--- config.mk ---
export PLATFORM = sky130hd
export DESIGN_NAME = dram_rw_sequencer
export DESIGN_NICKNAME = d
export VERILOG_FILES = /design/src/rtl/dram_io_pkg.sv /design/src/rtl/dram_rw_watchdog.sv /design/src/rtl/dram_rw_sequencer.sv
export SDC_FILE = /design/constraint.sdc
export NUM_CORES = 1
export LEC_CHECK = 0
export CAP_MARGIN = 20
export CORE_MARGIN = 5
export CORE_UTILIZATION = 40
export CTS_CLUSTER_SIZE = 25
export DETAILED_ROUTE_END_ITERATION = 10
export PLACE_DENSITY = 0.61
export SYNTH_ARGS = -nofsm -noshare
export SYNTH_HDL_FRONTEND = slang
export SYNTH_SLANG_ARGS = --single-unit
--- constraint.sdc ---
create_clock -name clk -period 3.8 [get_ports clk]
set_clock_uncertainty 0.1 [all_clocks]
set_input_delay 1.14 -clock clk [delete_from_list [all_inputs] [get_ports clk]]
set_output_delay 1.14 -clock clk [all_outputs]
set_load 0.02 [all_outputs]
--- src/rtl/dram_io_pkg.sv ---
// dram_io_pkg: shared encodings for the DRAM read/write command sequencer.
//   - IO_MODEL codes driven towards the DRAM controller
//   - command mode encodings for the sequencer's mode input
//   - sequencer FSM state enum
//   - pat_word(): test pattern word k of a burst
package dram_io_pkg;

  typedef enum logic [1:0] {
    IOM_IDLE = 2'b00,
    IOM_WR   = 2'b01,
    IOM_RD   = 2'b10
  } io_model_e;

  localparam logic [1:0] MODE_NOP   = 2'b00;
  localparam logic [1:0] MODE_WR    = 2'b01;
  localparam logic [1:0] MODE_RD    = 2'b10;
  localparam logic [1:0] MODE_WR_RD = 2'b11;

  typedef enum logic [2:0] {
    S_IDLE,
    S_ISSUE,
    S_WAIT,
    S_GAP,
    S_FINISH
  } seq_state_e;

  // Word k of a burst is seed + k, wrapping at 16 bits.
  function automatic logic [15:0] pat_word(input logic [15:0] seed, input logic [15:0] k);
    return seed + k;
  endfunction

endpackage

--- src/rtl/dram_rw_watchdog.sv ---
// dram_rw_watchdog: loadable down-counter guarding one controller operation.
//   clk, rst_n : clock, asynchronous active-low reset
//   load       : pulse in the IO_EN cycle; arms the counter
//   enable     : high while waiting for the controller's done
//   expired    : high in the last allowed waiting cycle
// The load cycle itself counts as the first elapsed cycle, so expired is
// raised TIMEOUT_CYC-1 waiting cycles after load and the sequencer's
// registered timeout flag lands exactly TIMEOUT_CYC cycles after IO_EN.
module dram_rw_watchdog #(
  parameter int TIMEOUT_CYC = 1024
) (
  input  logic clk,
  input  logic rst_n,
  input  logic load,
  input  logic enable,
  output logic expired
);

  localparam int CW = $clog2(TIMEOUT_CYC + 1);

  logic [CW-1:0] r_cnt;

  always_ff @(posedge clk or negedge rst_n) begin
    if (!rst_n) begin
      r_cnt <= '0;
    end else if (load) begin
      r_cnt <= CW'(TIMEOUT_CYC - 1);
    end else if (enable && r_cnt != '0) begin
      r_cnt <= r_cnt - CW'(1);
    end
  end

  assign expired = enable && !load && (r_cnt <= CW'(1));

endmodule

--- src/rtl/dram_rw_sequencer.sv ---
// dram_rw_sequencer: command-issue stage in front of the DRAM write/read
// controller. One start runs a burst of num_words words (write, read, or
// write-then-read), checks read-back data against the seed+k pattern and
// guards every controller operation with a watchdog.
//   clk, rst_n            : clock, asynchronous active-low reset
//   start/mode/num_words/seed : command; sampled only in IDLE
//   busy, done            : command in progress / one-cycle end pulse
//   err_cnt               : saturating read-mismatch count of last command
//   timeout, proto_err    : sticky flags, cleared on the next accepted start
//   IO_EN/IO_MODEL/DRAM16_data : request towards the controller
//   WT_DONE/RD_DONE/RD_DATA    : completion from the controller
module dram_rw_sequencer
  import dram_io_pkg::*;
#(
  parameter int NW_W        = 8,
  parameter int TIMEOUT_CYC = 1024,
  parameter int GAP_CYC     = 2
) (
  input  logic            clk,
  input  logic            rst_n,
  input  logic            start,
  input  logic [1:0]      mode,
  input  logic [NW_W-1:0] num_words,
  input  logic [15:0]     seed,
  output logic            busy,
  output logic            done,
  output logic [NW_W-1:0] err_cnt,
  output logic            timeout,
  output logic            proto_err,
  output logic            IO_EN,
  output logic [1:0]      IO_MODEL,
  output logic [16:1]     DRAM16_data,
  input  logic            WT_DONE,
  input  logic            RD_DONE,
  input  logic [16:1]     RD_DATA
);

  localparam int GW = (GAP_CYC > 1) ? $clog2(GAP_CYC) : 1;

  seq_state_e      r_state;
  logic [1:0]      r_mode;
  logic [NW_W-1:0] r_nw;
  logic [15:0]     r_seed;
  logic [NW_W-1:0] r_k;
  logic            r_phase_rd;
  logic [GW-1:0]   r_gap_cnt;
  logic            r_fin_pend;
  logic            r_busy;
  logic            r_done;
  logic [NW_W-1:0] r_err;
  logic            r_tmo;
  logic            r_perr;
  logic            r_io_en;
  logic [1:0]      r_io_model;
  logic [15:0]     r_data;

  logic            w_exp_done;
  logic            w_unexp_done;
  logic            w_done_any;
  logic [NW_W-1:0] w_k_next;
  logic            w_last;
  logic            w_more;
  logic            w_phase_nxt;
  logic [NW_W-1:0] w_k_after;
  logic [15:0]     w_pattern;
  logic            w_expired;

  assign w_exp_done   = r_phase_rd ? RD_DONE : WT_DONE;
  assign w_unexp_done = r_phase_rd ? WT_DONE : RD_DONE;
  assign w_done_any   = WT_DONE | RD_DONE;
  assign w_k_next     = r_k + NW_W'(1);
  assign w_last       = (w_k_next == r_nw);
  // Another word follows unless the last word of the final burst just completed.
  assign w_more       = !w_last || (!r_phase_rd && r_mode == MODE_WR_RD);
  // Only meaningful when w_more: finishing the write burst flips to read.
  assign w_phase_nxt  = r_phase_rd | w_last;
  assign w_k_after    = w_last ? '0 : w_k_next;
  assign w_pattern    = pat_word(r_seed, 16'(r_k));

  dram_rw_watchdog #(
    .TIMEOUT_CYC(TIMEOUT_CYC)
  ) u_wdog (
    .clk    (clk),
    .rst_n  (rst_n),
    .load   (r_state == S_ISSUE),
    .enable (r_state == S_WAIT),
    .expired(w_expired)
  );

  always_ff @(posedge clk or negedge rst_n) begin
    if (!rst_n) begin
      r_state    <= S_IDLE;
      r_mode     <= MODE_NOP;
      r_nw       <= '0;
      r_seed     <= '0;
      r_k        <= '0;
      r_phase_rd <= 1'b0;
      r_gap_cnt  <= '0;
      r_fin_pend <= 1'b0;
      r_busy     <= 1'b0;
      r_done     <= 1'b0;
      r_err      <= '0;
      r_tmo      <= 1'b0;
      r_perr     <= 1'b0;
      r_io_en    <= 1'b0;
      r_io_model <= IOM_IDLE;
      r_data     <= '0;
    end else begin
      r_io_en <= 1'b0;
      r_done  <= 1'b0;
      case (r_state)
        S_IDLE: begin
          if (w_done_any) r_perr <= 1'b1;
          if (start) begin
            r_err  <= '0;
            r_tmo  <= 1'b0;
            // A stray done in the start cycle still counts against this command.
            r_perr <= w_done_any;
            if (mode != MODE_NOP && num_words != '0) begin
              r_mode     <= mode;
              r_nw       <= num_words;
              r_seed     <= seed;
              r_k        <= '0;
              r_phase_rd <= (mode == MODE_RD);
              r_busy     <= 1'b1;
              r_io_en    <= 1'b1;
              r_io_model <= (mode == MODE_RD) ? IOM_RD : IOM_WR;
              r_data     <= seed;
              r_state    <= S_ISSUE;
            end else begin
              r_done  <= 1'b1;
              r_state <= S_FINISH;
            end
          end
        end

        S_ISSUE: begin
          if (w_done_any) r_perr <= 1'b1;
          r_state <= S_WAIT;
        end

        S_WAIT: begin
          if (w_unexp_done) r_perr <= 1'b1;
          if (w_exp_done) begin
            if (r_phase_rd && RD_DATA != w_pattern && r_err != '1)
              r_err <= r_err + NW_W'(1);
            r_k        <= w_k_after;
            r_phase_rd <= w_phase_nxt;
            if (GAP_CYC == 0) begin
              if (w_more) begin
                r_io_en    <= 1'b1;
                r_io_model <= w_phase_nxt ? IOM_RD : IOM_WR;
                r_data     <= pat_word(r_seed, 16'(w_k_after));
                r_state    <= S_ISSUE;
              end else begin
                r_busy     <= 1'b0;
                r_done     <= 1'b1;
                r_io_model <= IOM_IDLE;
                r_state    <= S_FINISH;
              end
            end else begin
              r_fin_pend <= !w_more;
              r_gap_cnt  <= GW'(GAP_CYC - 1);
              r_io_model <= IOM_IDLE;
              r_state    <= S_GAP;
            end
          end else if (w_expired) begin
            r_tmo      <= 1'b1;
            r_busy     <= 1'b0;
            r_done     <= 1'b1;
            r_io_model <= IOM_IDLE;
            r_state    <= S_FINISH;
          end
        end

        S_GAP: begin
          if (w_done_any) r_perr <= 1'b1;
          if (r_gap_cnt == '0) begin
            if (r_fin_pend) begin
              r_busy  <= 1'b0;
              r_done  <= 1'b1;
              r_state <= S_FINISH;
            end else begin
              r_io_en    <= 1'b1;
              r_io_model <= r_phase_rd ? IOM_RD : IOM_WR;
              r_data     <= w_pattern;
              r_state    <= S_ISSUE;
            end
          end else begin
            r_gap_cnt <= r_gap_cnt - GW'(1);
          end
        end

        S_FINISH: begin
          if (w_done_any) r_perr <= 1'b1;
          r_state <= S_IDLE;
        end

        default: r_state <= S_IDLE;
      endcase
    end
  end

  assign busy        = r_busy;
  assign done        = r_done;
  assign err_cnt     = r_err;
  assign timeout     = r_tmo;
  assign proto_err   = r_perr;
  assign IO_EN       = r_io_en;
  assign IO_MODEL    = r_io_model;
  assign DRAM16_data = r_data;

endmodule

==> qor_table.md, run 1 <==
| Quantity | This run |
|:---|:---|
| I/O pins | 78 |
| Prevailing post-synth register cell | dfrtp_1 |
| Cell internal power dissipation | 2.84 mW |
| Overall via count from detail_route | 4248 |
| Portion of total power attributed to sequential cells | 32.3% |
| Least-Margin Pin Slew | 0.693 ns |
| Pwr Total | 4.68 mW |
| Post CTS Setup Buffer Count | 0 |
| Headroom to the max-slew limit | 53.3% |
| Core footprint | 12500 µm² |
| Area taken by flip-flops and latches | 2050 µm² |
| Vert. Die Dim | 122 µm |
| Die Outline Area | 14900 µm² |
| Crit share post-route | 90.7% |
| Starting DRT DRC Count | 288 |
| R2R depth | 10 |
| Area grow syn2layout | 26.2% |
| Summed negative setup slack over all endpoints | 0 ns |
| Die outline width | 122 µm |
| Fmax | 290 MHz |
| Number of unique standard cell types used by synthesis | 70 |
| Combined area of all synthesized cells | 5040 µm² |
| Total Routed Length | 12.4 mm |
| Number of levels the H-tree was split into | 3 |
| CTS tree | done |
| Number of hold-repair buffers added at the cts stage | 0 |
| Via count of the first global-routing pass | 4088 |
| Number of synthesized flops with an enable pin | 0 |
| Critical path type | reg -> reg |
| Hold Vio Cnt, Final | 0 |
| Clock Power Share | 20.6% |
| ANT cells | 0 |
| Leak pwr | 2.58 nW |
| Num CTS Buffers | 9 |
| Post-detailed-route wirelength per cell | 15.9 µm |
| Multi-input combinational cell area | 2840 µm² |
| Average cell area after synthesis | 9.49 µm² |
| Arrival time of data at the critical path endpoint | 3.57 ns |
| Post-synth ARST share | 100% |
| Final ANT Viol Nets | 0 |
| Worst min-delay path startpoint | DRAM16_data[13] |
| Final period demand of the worst path | 3.45 ns |
| Post-synthesis sequential area ratio | 40.7% |
| Combinational fraction of design power | 47.1% |
| Cell at the root of the clock tree | clkbuf_16 |
| Post-CTS resize count | 0 |
| GRT overflow | 0 |
| Pins over their slew limit | 0 |
| Clock transition at the registers of the reported paths | 0.06 ns |
| RR Startpoint | r_k[0] |
| Min-delay worst type | reg -> reg |
| Source-to-sink clock delay at the later pin of the worst-skew pair | 0.34 ns |
| Global placement routability congestion | 0.871 |
| HPWL after DPL | 9.13 mm |
| Total number of yosys warnings | 0 |
| Net switching power | 1.85 mW |
| First-pass iteration count of the detailed router | 5 |
| Most frequent cells in the layout | dfrtp_1, clkdlybuf4s50_1, nand2_1, o21ai_0, nor2_1 |
| CTS Sinks | 82 |
| Std cell rows | 41 |
| Switching part of the total power | 39.4% |
| Post-synthesis register bit count | 82 |
| RSZ-0062 raised after global routing | no |
| Count of input and output buffers | 77 |
| Number of maximum-capacitance violations | 0 |
| Largest net degree at the start of global routing | 83 |
| Total global-route track usage | 17.3% |
| Data required, critical path | 3.92 ns |
| Critical path fanouts, max | 9 |
| Final setup violation count | 0 |
| Share of cells above drive strength 1 | 11.5% |
| Worst hold path cell count | 2 |
| Net count of the mapped netlist | 591 |
| Final layout net count | 666 |
| Initial standard-cell utilization of the core | 40.4% |
| Total power divided by cell area | 736 nW/µm² |
| End point of the most critical hold path | DRAM16_data[13] |
| Worst setup EP type | flop |
| Number of buffers between clock root and the deepest sink | 2 |
| Number of fill cells | 1180 |
| Antenna violations before repair | 0 |
| Final cell count without fillers | 782 |
| DRC violations left | 0 |
| Result of the run | completed |
| FF-to-FF setup slack | 0.35 ns |
| Most common cell after layout, fill and taps aside | dfrtp_1 |
| First-pass GRT wire length | 20.4 mm |
| Count of placed standard cells including taps | 766 |
| Worst flop-to-flop path endpoint | err_cnt[1] |
| Vias per cell | 5.43 |
| Peak ir drop on the vdd network | 0.000295 V |
| Worst Setup Start Kind | flop |
| Number of instances in the synthesized netlist | 531 |
-- kinds of logic after synthesis --
| family | after synthesis | share of synthesized area, % |
|---|---|---|
| AND/OR/NAND/NOR | 182 | 18.2 |
| AO/OA/AOI/OAI | 138 | 18.6 |
| flip-flops | 82 | 40.7 |
| XOR/XNOR | 47 | 9.01 |
| buffers and inverters | 37 | 3.08 |
| multiplexers | 32 | 7.03 |
| adder cells (fa/ha/maj) | 13 | 3.38 |
-- flip-flops by register name, indices dropped and copies added, names as in the netlist --
signal	flops
r_nw	8
proto_err	1
r_phase_rd	1
done	1
busy	1
IO_MODEL	2
err_cnt	8
u_wdog.r_cnt	11
IO_EN	1
r_state	3
r_fin_pend	1
DRAM16_data	16
timeout	1
r_k	8
r_seed	16
r_mode	2
r_gap_cnt	1
-- metrics by stage --
step	setup WS [ns]	hold slack (ns)	utilization (%)	instance area, µm²
floorplan	0.728	0.380	-	5040
CTS	0.336	0.385	50.8	6330
global route	0.0858	0.413	51.0	6360
finish	0.352	0.383	51.0	6360
global placement	0.127	0.362	48.2	6000
detailed placement	0.105	0.371	48.2	6000
-- critical path, stage by stage, from the launching register on --
cell and delay, ns:
dfrtp_1 0.47, ha_1 0.27, fa_1 0.45, xor3_1 0.39, nor3_1 0.20, o211ai_1 0.14, a2111oi_2 0.32, nand4_1 0.16
nand4b_4 0.29, or2_1 0.30, a32o_1 0.25
-- cells in the mapped netlist (all sizes together) (6+ instances only) --
cell type	instances	share of area, %
nand2b	10	1.2
o31ai	9	1.4
xor2	11	1.9
a31oi	6	0.75
nor3	15	1.6
inv	14	1.0
buf	7	0.84
nand3	10	0.99
ha	12	3.0
dfrtp	82	41
o2bb2ai	6	1.0
a21oi	30	3.5
nor2b	6	0.75
clkbuf	16	1.2
nand2	59	4.4
mux2	27	6.0
o21ai	46	4.6
and3	8	0.99
nor4	11	1.5
a21o	6	0.89
nor2	38	2.8
xnor2	33	5.7
-- power groups by stage --
stage | registers (mW) | logic (mW) | clock network, mW
floorplan | 1.52 | 1.49 | 0
global placement | 1.51 | 2.17 | 0
detailed placement | 1.52 | 2.21 | 0
CTS | 1.51 | 2.22 | 0.995
global route | 1.56 | 2.44 | 1.03
finish | 1.51 | 2.21 | 0.966
-- area by class of cell --
class	count	share of cell area [%]
clock inverters	4	1.16
well taps	172	3.38
inverters	14	0.826
multi-input cells	412	44.6
clock buffers	11	3.97
repair buffers	87	13.8
flip-flops and latches	82	32.3
-- metal layers --
metal / share of wire [%] / GRT usage (%)
met5: 0 / 0
met4: 1.2 / 7.49
met3: 4.4 / 2.76
met2: 47 / 26.8
met1: 47 / 24.0
-- how the worst max path moves through the flow --
stage	from	endpoint	depth (start not counted)
finish	r_k[0]	err_cnt[1]	10
global route	r_k[0]	err_cnt[1]	10
CTS	r_k[0]	err_cnt[1]	10
detailed placement	RD_DATA[3]	err_cnt[1]	9
global placement	RD_DATA[3]	err_cnt[1]	9
floorplan	r_k[0]	err_cnt[1]	10
(Power assumes the default switching activity.)
==> run 2, diff against run 1 <==
--- a/config.mk
+++ b/config.mk
@@ -10,6 +10,7 @@
 export CORE_UTILIZATION = 40
 export CTS_CLUSTER_SIZE = 25
 export DETAILED_ROUTE_END_ITERATION = 10
+export HOLD_SLACK_MARGIN = 0.03
 export PLACE_DENSITY = 0.61
 export SYNTH_ARGS = -nofsm -noshare
 export SYNTH_HDL_FRONTEND = slang
==> results of run 2 <==
No change in the layout: final DEF, timing and power equal those of run 1.
==> edit: new RTL, flow settings as in run 2 <==
Register the input `start` before use. The logic sees it one clock later. The other inputs are not delayed to match. Comments in the files are not updated.
--- a/src/rtl/dram_rw_sequencer.sv
+++ b/src/rtl/dram_rw_sequencer.sv
@@ -39,2 +39,8 @@
 
+  logic start_q;
+
+  always_ff @(posedge clk) begin
+    start_q <= start;
+  end
+
   seq_state_e      r_state;
@@ -113,3 +119,3 @@
           if (w_done_any) r_perr <= 1'b1;
-          if (start) begin
+          if (start_q) begin
             r_err  <= '0;
Function: changed (Yosys sat finds a counterexample within 4 cycles, from zero or initial values and one cycle with rst_n low).
==> edit against run 2 <==
  * Routed wire length increased by 2.2%
  * Critical path depth shrank 1
  * First-iteration DRC count grew 36%
  * Area after synthesis is 0.40% higher
  * Non-clock buffer count unchanged
  * Sequential cell count rose by 1
  * Utilization shrank 0.24 points
  * Sequential share of layout area rose by 0.33 points
  * Final cell count up 0.26%
  * Clock power down 5.3%
  * Final area hardly changed
  * Setup slack worse by 0.058 ns
  * Power shrank 1.1%
  * Largest power group unchanged
==> edit: results (changes against run 2) <==
Syn Area/Cell 9.51 um2 (was 9.49 um2); clock network power share 19.8% (was 20.6%); share of post-route cells with drive strength above 1 11.6% (was 11.5%); VDD IR-drop max 0.278 mV (was 0.295 mV); Routed WL 12700 um (was 12400 um); Register-to-Register Setup Slack 0.29 ns (was 0.35 ns); async set-reset flop share out of synthesis 98.8% (was 100%); Via density 5.37 (was 5.43); GRT Total Usage 17.7% (was 17.3%); placed cell count 768 (was 766); RePlAce Congestion 0.802 (was 0.871); R2R Path Start r_k[2] (was r_k[0]); Cell variety after synth 71 (was 70); ranking of synthesized cells by area dfrtp_1, mux2_2, xnor2_1, o21ai_0, nand2_1 (unchanged); static leakage 0.00257 uW (was 0.00258 uW); status complete, no violations (unchanged); Initial DRC Count 392 (was 288); M1 GR Usage 24.8% (was 24.0%); via count 4208 (was 4248); Logic pwr share 47.5% (was 47.1%); grt met3 use 4.19% (was 2.76%); DR WL met2 5930 um (was 5870 um); Metal-1 WL 6070 um (was 5880 um); Hold Path Origin proto_err (was DRAM16_data[13]); DR WL met3 585 um (was 544 um); worst setup path endpoint err_cnt[6] (was err_cnt[1]); register area share after synthesis 41.0% (was 40.7%); Relative slew margins 46.3% (was 53.3%); Hold Slack 0.382 ns (was 0.383 ns); Net Sw Power 1880 uW (was 1850 uW)
## edit: kinds of logic after synthesis
| kind of cell | count (synthesis) | share of synthesized area (%) |
|---|---|---|
| compound gates | 138 | 18.5 |
| fa+ha+maj | 13 | 3.36 |
| buf+inv | 37 | 3.07 |
| flops | 83 | 41.0 |
| simple gates | 182 | 18.1 |
| mux | 32 | 7.00 |
| xor+xnor | 47 | 8.98 |
## edit: per-stage QoR
| stage | cell area, um2 | worst slack, ns |
|---|---|---|
| 4_1_cts | 6350 | 0.327 |
| 3_3_place_gp | 6040 | 0.103 |
| 6_report | 6350 | 0.295 |
| 2_1_floorplan | 5060 | 0.728 |
| 3_5_place_dp | 6040 | 0.0739 |
| 5_1_grt | 6350 | 0.0269 |
## edit: final cells by class
cell class	instances	area (um2)
Clock buffer	10	239
Clock inverter	6	71.3
Fill cell	1175	6160
Inverter	14	52.6
Multi-Input combinational cell	412	2840
Sequential cell	83	2070
Tap cell	172	215
Timing Repair Buffer	87	868
